## src/rtl/stopwatch_pkg.sv

```systemverilog
// Shared definitions for the stopwatch control unit: state encoding,
// button-event priority and default timing parameters.
package stopwatch_pkg;

    localparam int DEB_CYC_DEF   = 4;
    localparam int TICK_DIV_DEF  = 5;
    localparam int LAP_DEPTH_DEF = 4;

    // Encoding is visible on o_State, so the values are fixed.
    typedef enum logic [1:0] {
        ST_IDLE  = 2'd0,
        ST_RUN   = 2'd1,
        ST_PAUSE = 2'd2,
        ST_VIEW  = 2'd3
    } sw_state_e;

    // Listed from highest to lowest priority after EV_NONE.
    typedef enum logic [1:0] {
        EV_NONE   = 2'd0,
        EV_STOP   = 2'd1,
        EV_START  = 2'd2,
        EV_RECORD = 2'd3
    } btn_ev_e;

    // Collapse simultaneous presses into the single event that acts:
    // stop beats start, start beats record.
    function automatic btn_ev_e pick_event(input logic stop, input logic start,
                                           input logic record);
        btn_ev_e ev;
        ev = EV_NONE;
        if (stop) begin
            ev = EV_STOP;
        end else if (start) begin
            ev = EV_START;
        end else if (record) begin
            ev = EV_RECORD;
        end
        return ev;
    endfunction

endpackage

```

## src/rtl/stopwatch_ctrl_btn_cond.sv

```systemverilog
// Button conditioning: 2-flop synchronizer, level debouncer and a
// registered press detector (held level 1 -> 0 gives a one-cycle pulse).
module btn_cond #(
    parameter int DEB_CYC = 4
) (
    input  logic clk_i,
    input  logic rst_ni,
    input  logic btn_ni,
    output logic press_o
);

    localparam int CW = $clog2(DEB_CYC + 1);

    logic [1:0]    sync_q;
    logic          level_q, level_d;
    logic [CW-1:0] cnt_q, cnt_d;
    logic          press_q, press_d;

    // Synchronizer, debounce state and press register; idle level is high.
    always_ff @(posedge clk_i) begin
        if (!rst_ni) begin
            sync_q  <= 2'b11;
            level_q <= 1'b1;
            cnt_q   <= '0;
            press_q <= 1'b0;
        end else begin
            sync_q  <= {sync_q[0], btn_ni};
            level_q <= level_d;
            cnt_q   <= cnt_d;
            press_q <= press_d;
        end
    end

    // Count consecutive samples that disagree with the held level; once
    // DEB_CYC of them have been seen, flip the level on the following edge.
    // Any agreeing sample restarts the count, so short glitches vanish.
    always_comb begin
        level_d = level_q;
        cnt_d   = cnt_q;
        press_d = 1'b0;
        if (cnt_q == CW'(DEB_CYC)) begin
            level_d = ~level_q;
            cnt_d   = '0;
            press_d = level_q;
        end else if (sync_q[1] != level_q) begin
            cnt_d = cnt_q + 1'b1;
        end else begin
            cnt_d = '0;
        end
    end

    assign press_o = press_q;

endmodule

```

## src/rtl/stopwatch_ctrl.sv

```systemverilog
// Stopwatch control unit: conditions the three buttons, runs the
// IDLE/RUN/PAUSE/VIEW state machine and drives tick, clear, lap-capture
// and display-select outputs. Every output comes straight from a flop.
module stopwatch_ctrl
    import stopwatch_pkg::*;
#(
    parameter int DEB_CYC   = DEB_CYC_DEF,
    parameter int TICK_DIV  = TICK_DIV_DEF,
    parameter int LAP_DEPTH = LAP_DEPTH_DEF,
    localparam int IDX_W    = (LAP_DEPTH > 1) ? $clog2(LAP_DEPTH) : 1,
    localparam int CNT_W    = IDX_W + 1
) (
    input  logic             Clk,
    input  logic             Rst,
    input  logic             fStart,
    input  logic             fStop,
    input  logic             fRecord,
    output logic             o_Tick,
    output logic             o_Clr,
    output logic             o_LapWr,
    output logic [IDX_W-1:0] o_LapIdx,
    output logic [CNT_W-1:0] o_LapCnt,
    output logic             o_DispLap,
    output logic [1:0]       o_State
);

    localparam int PW = (TICK_DIV > 1) ? $clog2(TICK_DIV) : 1;

    // Bit 0 = start, bit 1 = stop, bit 2 = record.
    logic [2:0] btn_raw;
    logic [2:0] press;

    assign btn_raw = {fRecord, fStop, fStart};

    genvar gi;
    generate
        for (gi = 0; gi < 3; gi++) begin : g_btn
            btn_cond #(
                .DEB_CYC(DEB_CYC)
            ) u_btn (
                .clk_i  (Clk),
                .rst_ni (Rst),
                .btn_ni (btn_raw[gi]),
                .press_o(press[gi])
            );
        end
    endgenerate

    btn_ev_e ev;
    assign ev = pick_event(press[1], press[0], press[2]);

    sw_state_e        state_q, state_d;
    sw_state_e        ret_q, ret_d;
    logic [PW-1:0]    presc_q, presc_d;
    logic             tick_q, tick_d;
    logic             clr_q, clr_d;
    logic             lapwr_q, lapwr_d;
    logic [IDX_W-1:0] idx_q, idx_d;
    logic [CNT_W-1:0] cnt_q, cnt_d;
    logic             disp_q, disp_d;

    // State, prescaler, lap bookkeeping and registered outputs.
    always_ff @(posedge Clk) begin
        if (!Rst) begin
            state_q <= ST_IDLE;
            ret_q   <= ST_IDLE;
            presc_q <= '0;
            tick_q  <= 1'b0;
            clr_q   <= 1'b0;
            lapwr_q <= 1'b0;
            idx_q   <= '0;
            cnt_q   <= '0;
            disp_q  <= 1'b0;
        end else begin
            state_q <= state_d;
            ret_q   <= ret_d;
            presc_q <= presc_d;
            tick_q  <= tick_d;
            clr_q   <= clr_d;
            lapwr_q <= lapwr_d;
            idx_q   <= idx_d;
            cnt_q   <= cnt_d;
            disp_q  <= disp_d;
        end
    end

    // Next-state and next-output logic for the accepted button event.
    always_comb begin
        state_d = state_q;
        ret_d   = ret_q;
        presc_d = presc_q;
        tick_d  = 1'b0;
        clr_d   = 1'b0;
        lapwr_d = 1'b0;
        idx_d   = idx_q;
        cnt_d   = cnt_q;
        disp_d  = 1'b0;

        case (state_q)
            ST_IDLE: begin
                if (ev == EV_START) begin
                    state_d = ST_RUN;
                end else if (ev == EV_RECORD && cnt_q != '0) begin
                    state_d = ST_VIEW;
                    idx_d   = '0;
                    ret_d   = ST_IDLE;
                end
            end
            ST_RUN: begin
                if (ev == EV_STOP) begin
                    state_d = ST_PAUSE;
                end else if (ev == EV_RECORD && cnt_q < CNT_W'(LAP_DEPTH)) begin
                    lapwr_d = 1'b1;
                    idx_d   = cnt_q[IDX_W-1:0];
                    cnt_d   = cnt_q + 1'b1;
                end
                // The prescaler only advances (and ticks) while staying in
                // RUN, so the exit cycle never ticks and PAUSE resumes from
                // exactly where counting stopped.
                if (state_d == ST_RUN) begin
                    if (presc_q == PW'(TICK_DIV - 1)) begin
                        presc_d = '0;
                        tick_d  = 1'b1;
                    end else begin
                        presc_d = presc_q + 1'b1;
                    end
                end
            end
            ST_PAUSE: begin
                if (ev == EV_START) begin
                    state_d = ST_RUN;
                end else if (ev == EV_STOP) begin
                    state_d = ST_IDLE;
                    clr_d   = 1'b1;
                    cnt_d   = '0;
                    idx_d   = '0;
                    presc_d = '0;
                end else if (ev == EV_RECORD && cnt_q != '0) begin
                    state_d = ST_VIEW;
                    idx_d   = '0;
                    ret_d   = ST_PAUSE;
                end
            end
            ST_VIEW: begin
                if (ev == EV_STOP) begin
                    state_d = ret_q;
                end else if (ev == EV_START) begin
                    state_d = ST_RUN;
                end else if (ev == EV_RECORD) begin
                    // VIEW is only entered with at least one lap, so cnt_q-1
                    // is the last valid slot.
                    if ({1'b0, idx_q} == cnt_q - CNT_W'(1)) begin
                        idx_d = '0;
                    end else begin
                        idx_d = idx_q + 1'b1;
                    end
                end
            end
            default: begin
                state_d = ST_IDLE;
            end
        endcase

        disp_d = (state_d == ST_VIEW);
    end

    assign o_Tick    = tick_q;
    assign o_Clr     = clr_q;
    assign o_LapWr   = lapwr_q;
    assign o_LapIdx  = idx_q;
    assign o_LapCnt  = cnt_q;
    assign o_DispLap = disp_q;
    assign o_State   = state_q;

endmodule

```

## config.mk

```make
export PLATFORM = sky130hd
export DESIGN_NAME = stopwatch_ctrl
export DESIGN_NICKNAME = d
export VERILOG_FILES = /design/src/rtl/stopwatch_pkg.sv /design/src/rtl/stopwatch_ctrl_btn_cond.sv /design/src/rtl/stopwatch_ctrl.sv
export SDC_FILE = /design/constraint.sdc
export NUM_CORES = 1
export LEC_CHECK = 0
export CORE_UTILIZATION = 59
export CTS_CLUSTER_SIZE = 40
export DETAILED_ROUTE_END_ITERATION = 8
export PLACE_DENSITY = 0.82
export SETUP_SLACK_MARGIN = 0.1
export SKIP_CTS_REPAIR_TIMING = 1
export SLEW_MARGIN = 20
export SYNTH_ARGS = -nofsm -noshare
export SYNTH_HDL_FRONTEND = slang
export SYNTH_SLANG_ARGS = --single-unit
```

## constraint.sdc

```tcl
create_clock -name Clk -period 5.1 [get_ports Clk]
set_input_delay 1.02 -clock Clk [delete_from_list [all_inputs] [get_ports Clk]]
set_output_delay 1.02 -clock Clk [all_outputs]
set_load 0.02 [all_outputs]
```

==> flow_metrics.tcl, run 1 <==
set metrics [dict create \
    grt_overflow 0 \
    synth_warnings 0 \
    maxSlewViolCount 0 \
    tightest_slew_ns 0.830 \
    required_ns 5.35 \
    rr_worst_depth 6 \
    timing.fmax_mhz 354 \
    grt_pass1_vias 1082 \
    crit_path_max_incr_delay_ns 1.01 \
    cts_buffers 5 \
    drtPass1Iterations 4 \
    via_count 1169 \
    critical_path.startpoint "Rst" \
    clock_skew_ns 0.00356 \
    synth_seq_cells 36 \
    htreeDepth 2 \
    detail-route-antenna-nets 0 \
    synthArstFlopShare_pct 0 \
    io_pins 16 \
    fill_cells 208 \
    end_kind "flop" \
    drt_iter0_markers 16 \
    min_from "g_btn[0].u_btn.sync_q[0]" \
    portBuffers 15 \
    pwr-share-seq_pct 63.6 \
    cts_tree "built" \
    grt_pass1_wl_mm 4.41 \
    syn_avg_cell_area_um2 9.29 \
    holdPathStages 1 \
    hold_viol 0 \
    timing.rr.end "o_LapIdx[0]" \
    hold_end "g_btn[0].u_btn.sync_q[1]" \
    slew_headroom_pct 44.5 \
    switchingPower_uw 90.2 \
    synth-edff-count 0 \
    combPwrFrac_pct 2.9 \
    path_clk_slew_ns 0.09 \
    viasPerCell 5.29 \
    setup_slack_ns 2.27 \
    final_util_pct 72.9 \
    p_int_uw 358 \
    period_share_pct 55.4 \
    hpwl_mm 1.95 \
    grt_util_all_layers_pct 22.1 \
    grt_setup_unrepaired "false" \
    drive_above_1_share_pct 5.76 \
    drv_cap 0 \
    syn-cell-area_um2 1590 \
    status "completed" \
    drt-total-wl_mm 2.61 \
    reg2reg_from "o_LapCnt[0]" \
    synth_cell_types 39 \
    antenna_cells 0 \
    cts_sinks 36 \
    initial_core_util_pct 63.6 \
    power_density_nw_per_um2 246 \
    syn_inst 171 \
    die_w_um 53.9 \
    finish.net_count 206 \
    crit_chain "clkdlybuf4s50_1 -> inv_1 -> a2111oi_0 -> a311oi_1 -> o211ai_1" \
    regToRegSetupSlack_ns 3.33 \
    setup_tns_ns 0 \
    path_class "primary input to flop" \
    core_area_um2 2500 \
    crit_slowest_cell "clkdlybuf4s50_1" \
    dp_slack_ns 1.98 \
    switching_share_pct 20.1 \
    area_growth_syn_to_layout_pct 14.7 \
    clock-root-buffer "clkbuf_4" \
    grt_max_degree 25 \
    cp.arrival_ns 3.07 \
    leakage_uw 0.000685 \
    row_count 18 \
    yosysSeqAreaShare_pct 45.4 \
    die_h_um 53.9 \
    hp-class "flop to flop" \
    p_clk_share_pct 33.4 \
    clk_path_buf_depth 2 \
    place_congestion 0.801 \
    setup.worst_path.start_class "primary input" \
    drcViolationCount 0 \
    antenna_found_initial 0 \
    synth-main-ff-cell "dfxtp_1" \
    die-area_um2 2900 \
    syn_nets 187 \
    layout_min_cycle_time_ns 2.83 \
    setup_viol 0 \
    insertion_delay_ns 0.32 \
    max-vdd-ir-drop_mv 0.195 \
    wl_per_cell_um 11.8 \
    path_max_fanout 24 \
]
## worst max path at each step
stage,end,cells after the start
2_1_floorplan,o_LapIdx[0],6
3_3_place_gp,o_LapIdx[1],5
3_5_place_dp,o_LapIdx[1],5
4_1_cts,o_LapIdx[1],5
5_1_grt,o_LapIdx[1],5
6_report,o_LapIdx[1],5
## power groups by stage
stage / registers [µW] / logic (µW) / clock network (µW)
finish: 285 / 13.2 / 150
detailed placement: 292 / 13.2 / 0
floorplan: 291 / 7.89 / 0
global route: 286 / 14.7 / 165
global placement: 291 / 12.4 / 0
CTS: 285 / 13.2 / 156
## state kept, by name (all words and copies together), names as in the netlist
signal and cells:
g_btn.u_btn.level_q 3, o_LapIdx 2, g_btn.u_btn.press_o 3, o_DispLap 1, o_State 2, g_btn.u_btn.sync_q 6, presc_q 3, o_Tick 1
o_LapCnt 3, o_Clr 1, g_btn.u_btn.cnt_q 9, ret_q 1, o_LapWr 1
## area by class of cell
class | instances | area [µm²] | area share (%)
clock buffers | 8 | 58.8 | 3.23
well taps | 30 | 37.5 | 2.06
flip-flops and latches | 36 | 721 | 39.5
inverters | 18 | 67.6 | 3.71
repair buffers | 15 | 150 | 8.24
multi-input cells | 114 | 788 | 43.2
## stage by stage
| stage | power, µW | cell area (µm²) | std cells | hold slack [ns] |
|---|---|---|---|---|
| final | 448 | 1820 | 221 | 0.429 |
| after global routing | 465 | 1820 | 221 | 0.458 |
| after CTS | 455 | 1820 | 221 | 0.435 |
| after detailed placement | 305 | 1760 | 213 | 0.412 |
| after global placement | 304 | 1760 | 213 | 0.390 |
| after floorplan | 299 | 1590 | 171 | 0.386 |
## cell usage after synthesis, drive strengths merged, types with 2 or more instances
library cell / count / share of area, %
a21oi: 6 / 1.9
and3: 3 / 1.2
clkbuf: 2 / 0.47
dfxtp: 36 / 45
ha: 11 / 8.7
inv: 18 / 4.3
mux2i: 4 / 2.5
nand2: 15 / 3.5
nand2b: 13 / 5.1
nand3: 3 / 0.94
nand3b: 3 / 1.4
nor2: 21 / 5.0
nor3b: 3 / 2.4
o211ai: 3 / 1.4
o21ai: 2 / 0.63
xor2: 7 / 3.9
## critical path: cells and delay by family
kind / cells / cell delay, ns
buffers and inverters: 2 / 1.33
AOI/OAI and AO/OA: 3 / 0.71
## per-layer routing
| layer | up-vias | part of all wire [%] | GRT usage, % | wire (µm) |
|---|---|---|---|---|
| met5 | - | 0 | 0 | 0 |
| met4 | 0 | 2.4 | 14.0 | 62 |
| met3 | 6 | 3.5 | 7.91 | 92 |
| met2 | 19 | 49 | 35.8 | 1270 |
| met1 | 539 | 45 | 24.3 | 1180 |
| li1 | 605 | - | - | - |
## cells by family after synthesis
| group | after synthesis | synth area share, % |
|---|---|---|
| AND/OR/NAND/NOR | 69 | 23.9 |
| adder cells (fa/ha/maj) | 11 | 8.66 |
| multiplexers | 5 | 3.23 |
| buffers and inverters | 21 | 5.04 |
| XOR/XNOR | 8 | 4.41 |
| AO/OA/AOI/OAI | 21 | 9.37 |
| flip-flops | 36 | 45.4 |
## cell usage in the layout (no fill, tap or decap), types with 2 or more instances in the layout
cell / n
dfxtp_1: 36
nor2_1: 21
inv_1: 18
nand2_1: 15
clkdlybuf4s50_1: 15
nand2b_1: 13
ha_1: 11
xor2_1: 7
a21oi_1: 6
clkbuf_4: 5
mux2i_1: 4
o211ai_1: 3
nand3b_1: 3
and3_1: 3
nand3_1: 3
o21ai_0: 2
clkbuf_1: 2
No activity file was read; power rests on OpenSTA's default activity.
==> inputs of run 2 (changes only) <==
CORE_UTILIZATION = 50   (was 59)
PLACE_DENSITY = 0.74   (was 0.82)
clock period = 2.35 ns   (was 5.1 ns; I/O delays follow)
==> run 2 against run 1 <==
  * Count of clock-buffer cells in the layout is 3 lower
  * Via count is 0.51% higher
  * Wire length up 1.4%
  * First-iteration DRC count rose to 4.0 times the previous value
  * Critical path type is now flop to primary output
==> flow_metrics.tcl, run 2 (synthesized netlist as in run 1, its figures left out) <==
set metrics [dict create \
    status "completed" \
    core_area_um2 3030 \
    clock-root-buffer "clkbuf_4" \
    min_from "g_btn[0].u_btn.sync_q[0]" \
    drcViolationCount 0 \
    setup.worst_path.start_class "flop" \
    grt_overflow 0 \
    cts_tree "built" \
    setup_tns_ns 0 \
    setup_viol 0 \
    via_count 1175 \
    crit_buf_inv 1 \
    path_clk_slew_ns 0.11 \
    cts_buffers 5 \
    regToRegSetupSlack_ns 0.53 \
    cts_sinks 36 \
    holdPathStages 1 \
    drt-total-wl_mm 2.64 \
    place_congestion 0.891 \
    largest_reg_flops 9 \
    viasPerCell 4.98 \
    finish.net_count 207 \
    drive_above_1_share_pct 7.29 \
    grt_max_degree 19 \
    drt_iter0_markers 64 \
    period_share_pct 85.5 \
    grt_pass1_wl_mm 4.68 \
    final_common_cell "dfxtp_1" \
    hp-class "flop to flop" \
    regMostFlops "g_btn.u_btn.cnt_q" \
    crit_path_max_incr_delay_ns 0.67 \
    hpwl_mm 2.02 \
    wl_per_cell_um 11.2 \
    io_pins 16 \
    portBuffers 15 \
    die-area_um2 3410 \
    insertion_delay_ns 0.34 \
    crit_slowest_cell "clkdlybuf4s50_1" \
    critical-path-top-delay-family "buffers and inverters" \
    slew_headroom_pct 72.9 \
    cp.arrival_ns 1.54 \
    clock_skew_ns 0.0108 \
    area_growth_syn_to_layout_pct 17.6 \
    path_class "flop to primary output" \
    leakage_uw 0.000699 \
    required_ns 1.88 \
    htreeDepth 2 \
    hold_end "g_btn[0].u_btn.sync_q[1]" \
    reg2reg_from "o_LapCnt[0]" \
    detail-route-antenna-nets 0 \
    antenna_found_initial 0 \
    layout_min_cycle_time_ns 2.01 \
    power_density_nw_per_um2 575 \
    grt_pass1_vias 1157 \
    final_cell_mix "dfxtp_1, nor2_1, inv_1, nand2_1, clkdlybuf4s50_1" \
    hold_viol 0 \
    drtPass1Iterations 4 \
    drv_cap 0 \
    timing.fmax_mhz 498 \
    tightest_slew_ns 0.396 \
    grt_setup_unrepaired "false" \
    crit_chain "clkdlybuf4s50_1" \
    antenna_cells 0 \
    clk_path_buf_depth 2 \
    holdWs_ns 0.429 \
    grt_util_all_layers_pct 18.3 \
    row_count 20 \
    timing.rr.end "o_LapIdx[0]" \
    top_regs "g_btn.u_btn.cnt_q x9, g_btn.u_btn.sync_q x6" \
    maxSlewViolCount 0 \
    initial_core_util_pct 52.5 \
    die_h_um 58.4 \
    die_w_um 58.4 \
    end_kind "primary output" \
    rr_worst_depth 6 \
    max-vdd-ir-drop_mv 0.448 \
    path_max_fanout 8 \
]
run 2: cell count changes in the layout (fill, tap and decap cells not counted), sizes merged:
cell / delta
clkinv: +1
buf: +1
clkbuf: -3
bufinv: +1
clkinvlp: +1
run 2: power by group:
group,internal (µW),switching [µW]
sequential,616,2.39
combinational,14.1,15.0
clock,222,205
run 2: worst max path at each step:
stage | from | slack (ns) | end | depth (start not counted)
after global placement | Rst | 0.44 | o_LapIdx[1] | 5
after detailed placement | Rst | 0.36 | o_LapIdx[1] | 5
after global routing | o_State[0] | 0.25 | o_State[0] | 1
final | o_State[0] | 0.34 | o_State[0] | 1
after CTS | o_State[0] | 0.34 | o_State[0] | 1
after floorplan | o_LapCnt[0] | 0.56 | o_LapIdx[0] | 6
run 2: cell type report:
cell class / count / area [µm²]
repair buffers: 16 / 158
inverters: 18 / 67.6
clock buffers: 5 / 37.5
well taps: 44 / 55.1
flip-flops and latches: 36 / 721
clock inverters: 3 / 42.5
multi-input cells: 114 / 788
fillers: 254 / 1160
run 2: per-layer routing:
layer / GRT usage [%] / up-vias / part of all wire [%]
li1: - / 607 / -
met1: 20.6 / 534 / 46
met2: 30.2 / 26 / 48
met3: 6.37 / 8 / 4.9
met4: 10.2 / 0 / 1.9
met5: 0 / - / 0
run 2: metrics by stage:
stage | power (µW) | utilization [%] | cell area (µm²) | setup slack [ns] | std cells
floorplan | 649 | - | 1590 | 0.555 | 171
global placement | 660 | 59.1 | 1790 | 0.442 | 228
detailed placement | 662 | 59.1 | 1790 | 0.357 | 228
CTS | 1090 | 61.7 | 1870 | 0.343 | 236
global route | 1120 | 61.7 | 1870 | 0.254 | 236
finish | 1070 | 61.7 | 1870 | 0.341 | 236
==> inputs of run 3 (changes only) <==
CORE_UTILIZATION = 55   (was 50)
PLACE_DENSITY = 0.77   (was 0.74)
SLEW_MARGIN = default   (was 20)
clock period = 1.91 ns   (was 2.35 ns; I/O delays follow)
==> run 3 against run 2 <==
  * Register-to-register slack worse by 0.31 ns
  * Via count is 1.2% higher
  * Combinational power is 30% higher
  * Largest power group unchanged
  * Largest cell class unchanged
==> flow_metrics.tcl, run 3 (synthesized netlist as in run 1, its figures left out) <==
set metrics [dict create \
    crit_chain "clkdlybuf4s50_1" \
    stdcell_area_um2 1840 \
    switching_share_pct 22.0 \
    drt_iter0_markers 25 \
    slew_headroom_pct 75.5 \
    hold_viol 0 \
    antenna_found_initial 0 \
    max-vdd-ir-drop_mv 0.484 \
    clock-root-buffer "clkbuf_4" \
    cts_buffers 5 \
    pwr-share-seq_pct 65.1 \
    totalPowerFinal_uw 1170 \
    drive_above_1_share_pct 8.81 \
    grt_overflow 0 \
    dpl_cell_area_um2 1790 \
    cts_tree "built" \
    crit_path_max_incr_delay_ns 0.63 \
    combPwrFrac_pct 3.2 \
    io_pins 16 \
    row_count 19 \
    p_clk_share_pct 31.7 \
    grt_pass1_wl_mm 4.86 \
    end_kind "primary output" \
    finish.net_count 209 \
    drv_cap 0 \
    final_cell_mix "dfxtp_1, nor2_1, inv_1, nand2_1" \
    period_share_pct 93.5 \
    grt_max_degree 20 \
    critical-path-top-delay-family "buffers and inverters" \
    clock_skew_ns 0.00188 \
    status "completed" \
    setup_viol 0 \
    tightest_slew_ns 0.358 \
    crit_buf_inv 1 \
    largest_reg_flops 9 \
    clk_path_buf_depth 2 \
    drcViolationCount 0 \
    hp-class "flop to flop" \
    core_area_um2 2760 \
    crit_slowest_cell "clkdlybuf4s50_1" \
    initial_core_util_pct 57.6 \
    via_count 1189 \
    area_growth_syn_to_layout_pct 16.0 \
    layout_min_cycle_time_ns 1.79 \
    htreeDepth 2 \
    switchingPower_uw 257 \
    setup_tns_ns 0 \
    grt_pass1_vias 1147 \
    die-area_um2 3110 \
    viasPerCell 5.31 \
    cp.arrival_ns 1.40 \
    grt_setup_unrepaired "true" \
    power_density_nw_per_um2 634 \
    path_clk_slew_ns 0.10 \
    place_congestion 0.896 \
    path_class "flop to primary output" \
    cts_sinks 36 \
    leakage_uw 0.000735 \
    regMostFlops "g_btn.u_btn.cnt_q" \
    grt_util_all_layers_pct 20.2 \
    portBuffers 15 \
    antenna_cells 0 \
    wl_per_cell_um 12.2 \
    path_max_fanout 8 \
    maxSlewViolCount 0 \
    insertion_delay_ns 0.33 \
    timing.fmax_mhz 560 \
    regToRegSetupSlack_ns 0.22 \
    setup_slack_ns 0.124 \
    die_w_um 55.8 \
    required_ns 1.53 \
    p_int_uw 912 \
    dp_slack_ns 0.199 \
    drtPass1Iterations 4 \
    setup.worst_path.start_class "flop" \
    detail-route-antenna-nets 0 \
    final_common_cell "dfxtp_1" \
    hpwl_mm 2.01 \
    die_h_um 55.8 \
    top_regs "g_btn.u_btn.cnt_q x9, g_btn.u_btn.sync_q x6" \
    drt-total-wl_mm 2.74 \
]
-- run 3: cell types whose count changed in the layout (fill, tap and decap cells not counted) --
cell	delta
dlymetal6s2s_1	+2
clkbuf_1	+1
clkdlybuf4s50_1	-2
dfxtp_1	-3
bufinv_16	-1
buf_4	+2
dfxtp_2	+3
clkinvlp_4	-1
-- run 3: final timing paths --
| path | to | depth (start not counted) | startpoint |
|---|---|---|---|
| setup / recovery | o_State[0] | 1 | o_State[0] |
| hold / removal | g_btn[1].u_btn.sync_q[1] | 1 | g_btn[1].u_btn.sync_q[0] |
| setup reg to reg | o_LapIdx[0] | 6 | o_LapCnt[1] |
| hold reg to reg | g_btn[1].u_btn.sync_q[1] | 1 | g_btn[1].u_btn.sync_q[0] |
-- run 3: power groups by stage --
stage / sequential [µW] / clock (µW) / combinational (µW)
6_report: 761 / 370 / 37.9
5_1_grt: 762 / 415 / 41.9
4_1_cts: 761 / 385 / 38.4
3_5_place_dp: 778 / 0 / 38.4
3_3_place_gp: 778 / 0 / 36.6
2_1_floorplan: 778 / 0 / 21.1
-- run 3: final cells by class --
type	count	area (µm²)
fill	226	915
multi-input combinational	114	788
sequential	36	724
timing repair buffer	18	178
inverter	18	67.6
clock buffer	6	41.3
tap	31	38.8
clock inverter	1	5.00
-- run 3: layer usage --
metal	up-vias	global-route usage, %	wire [µm]
met3	7	4.88	92
li1	608	-	-
met2	24	34.4	1360
met4	0	10.7	59
met5	-	0	0
met1	550	23.3	1240
-- run 3: worst register-to-register path, cell delays in order (launching register included) --
cell and delay [ns]:
dfxtp_1 0.40, inv_1 0.09, ha_1 0.32, xnor2_1 0.13
or3_1 0.34, a22o_1 0.19, o2bb2ai_1 0.11
-- run 3: metrics by stage --
| stage | std cells | utilization [%] | hold slack, ns |
|---|---|---|---|
| 2_1_floorplan | 171 | - | 0.386 |
| 3_3_place_gp | 217 | 64.8 | 0.389 |
| 3_5_place_dp | 217 | 64.8 | 0.396 |
| 4_1_cts | 224 | 66.5 | 0.421 |
| 5_1_grt | 224 | 66.8 | 0.439 |
| 6_report | 224 | 66.8 | 0.417 |
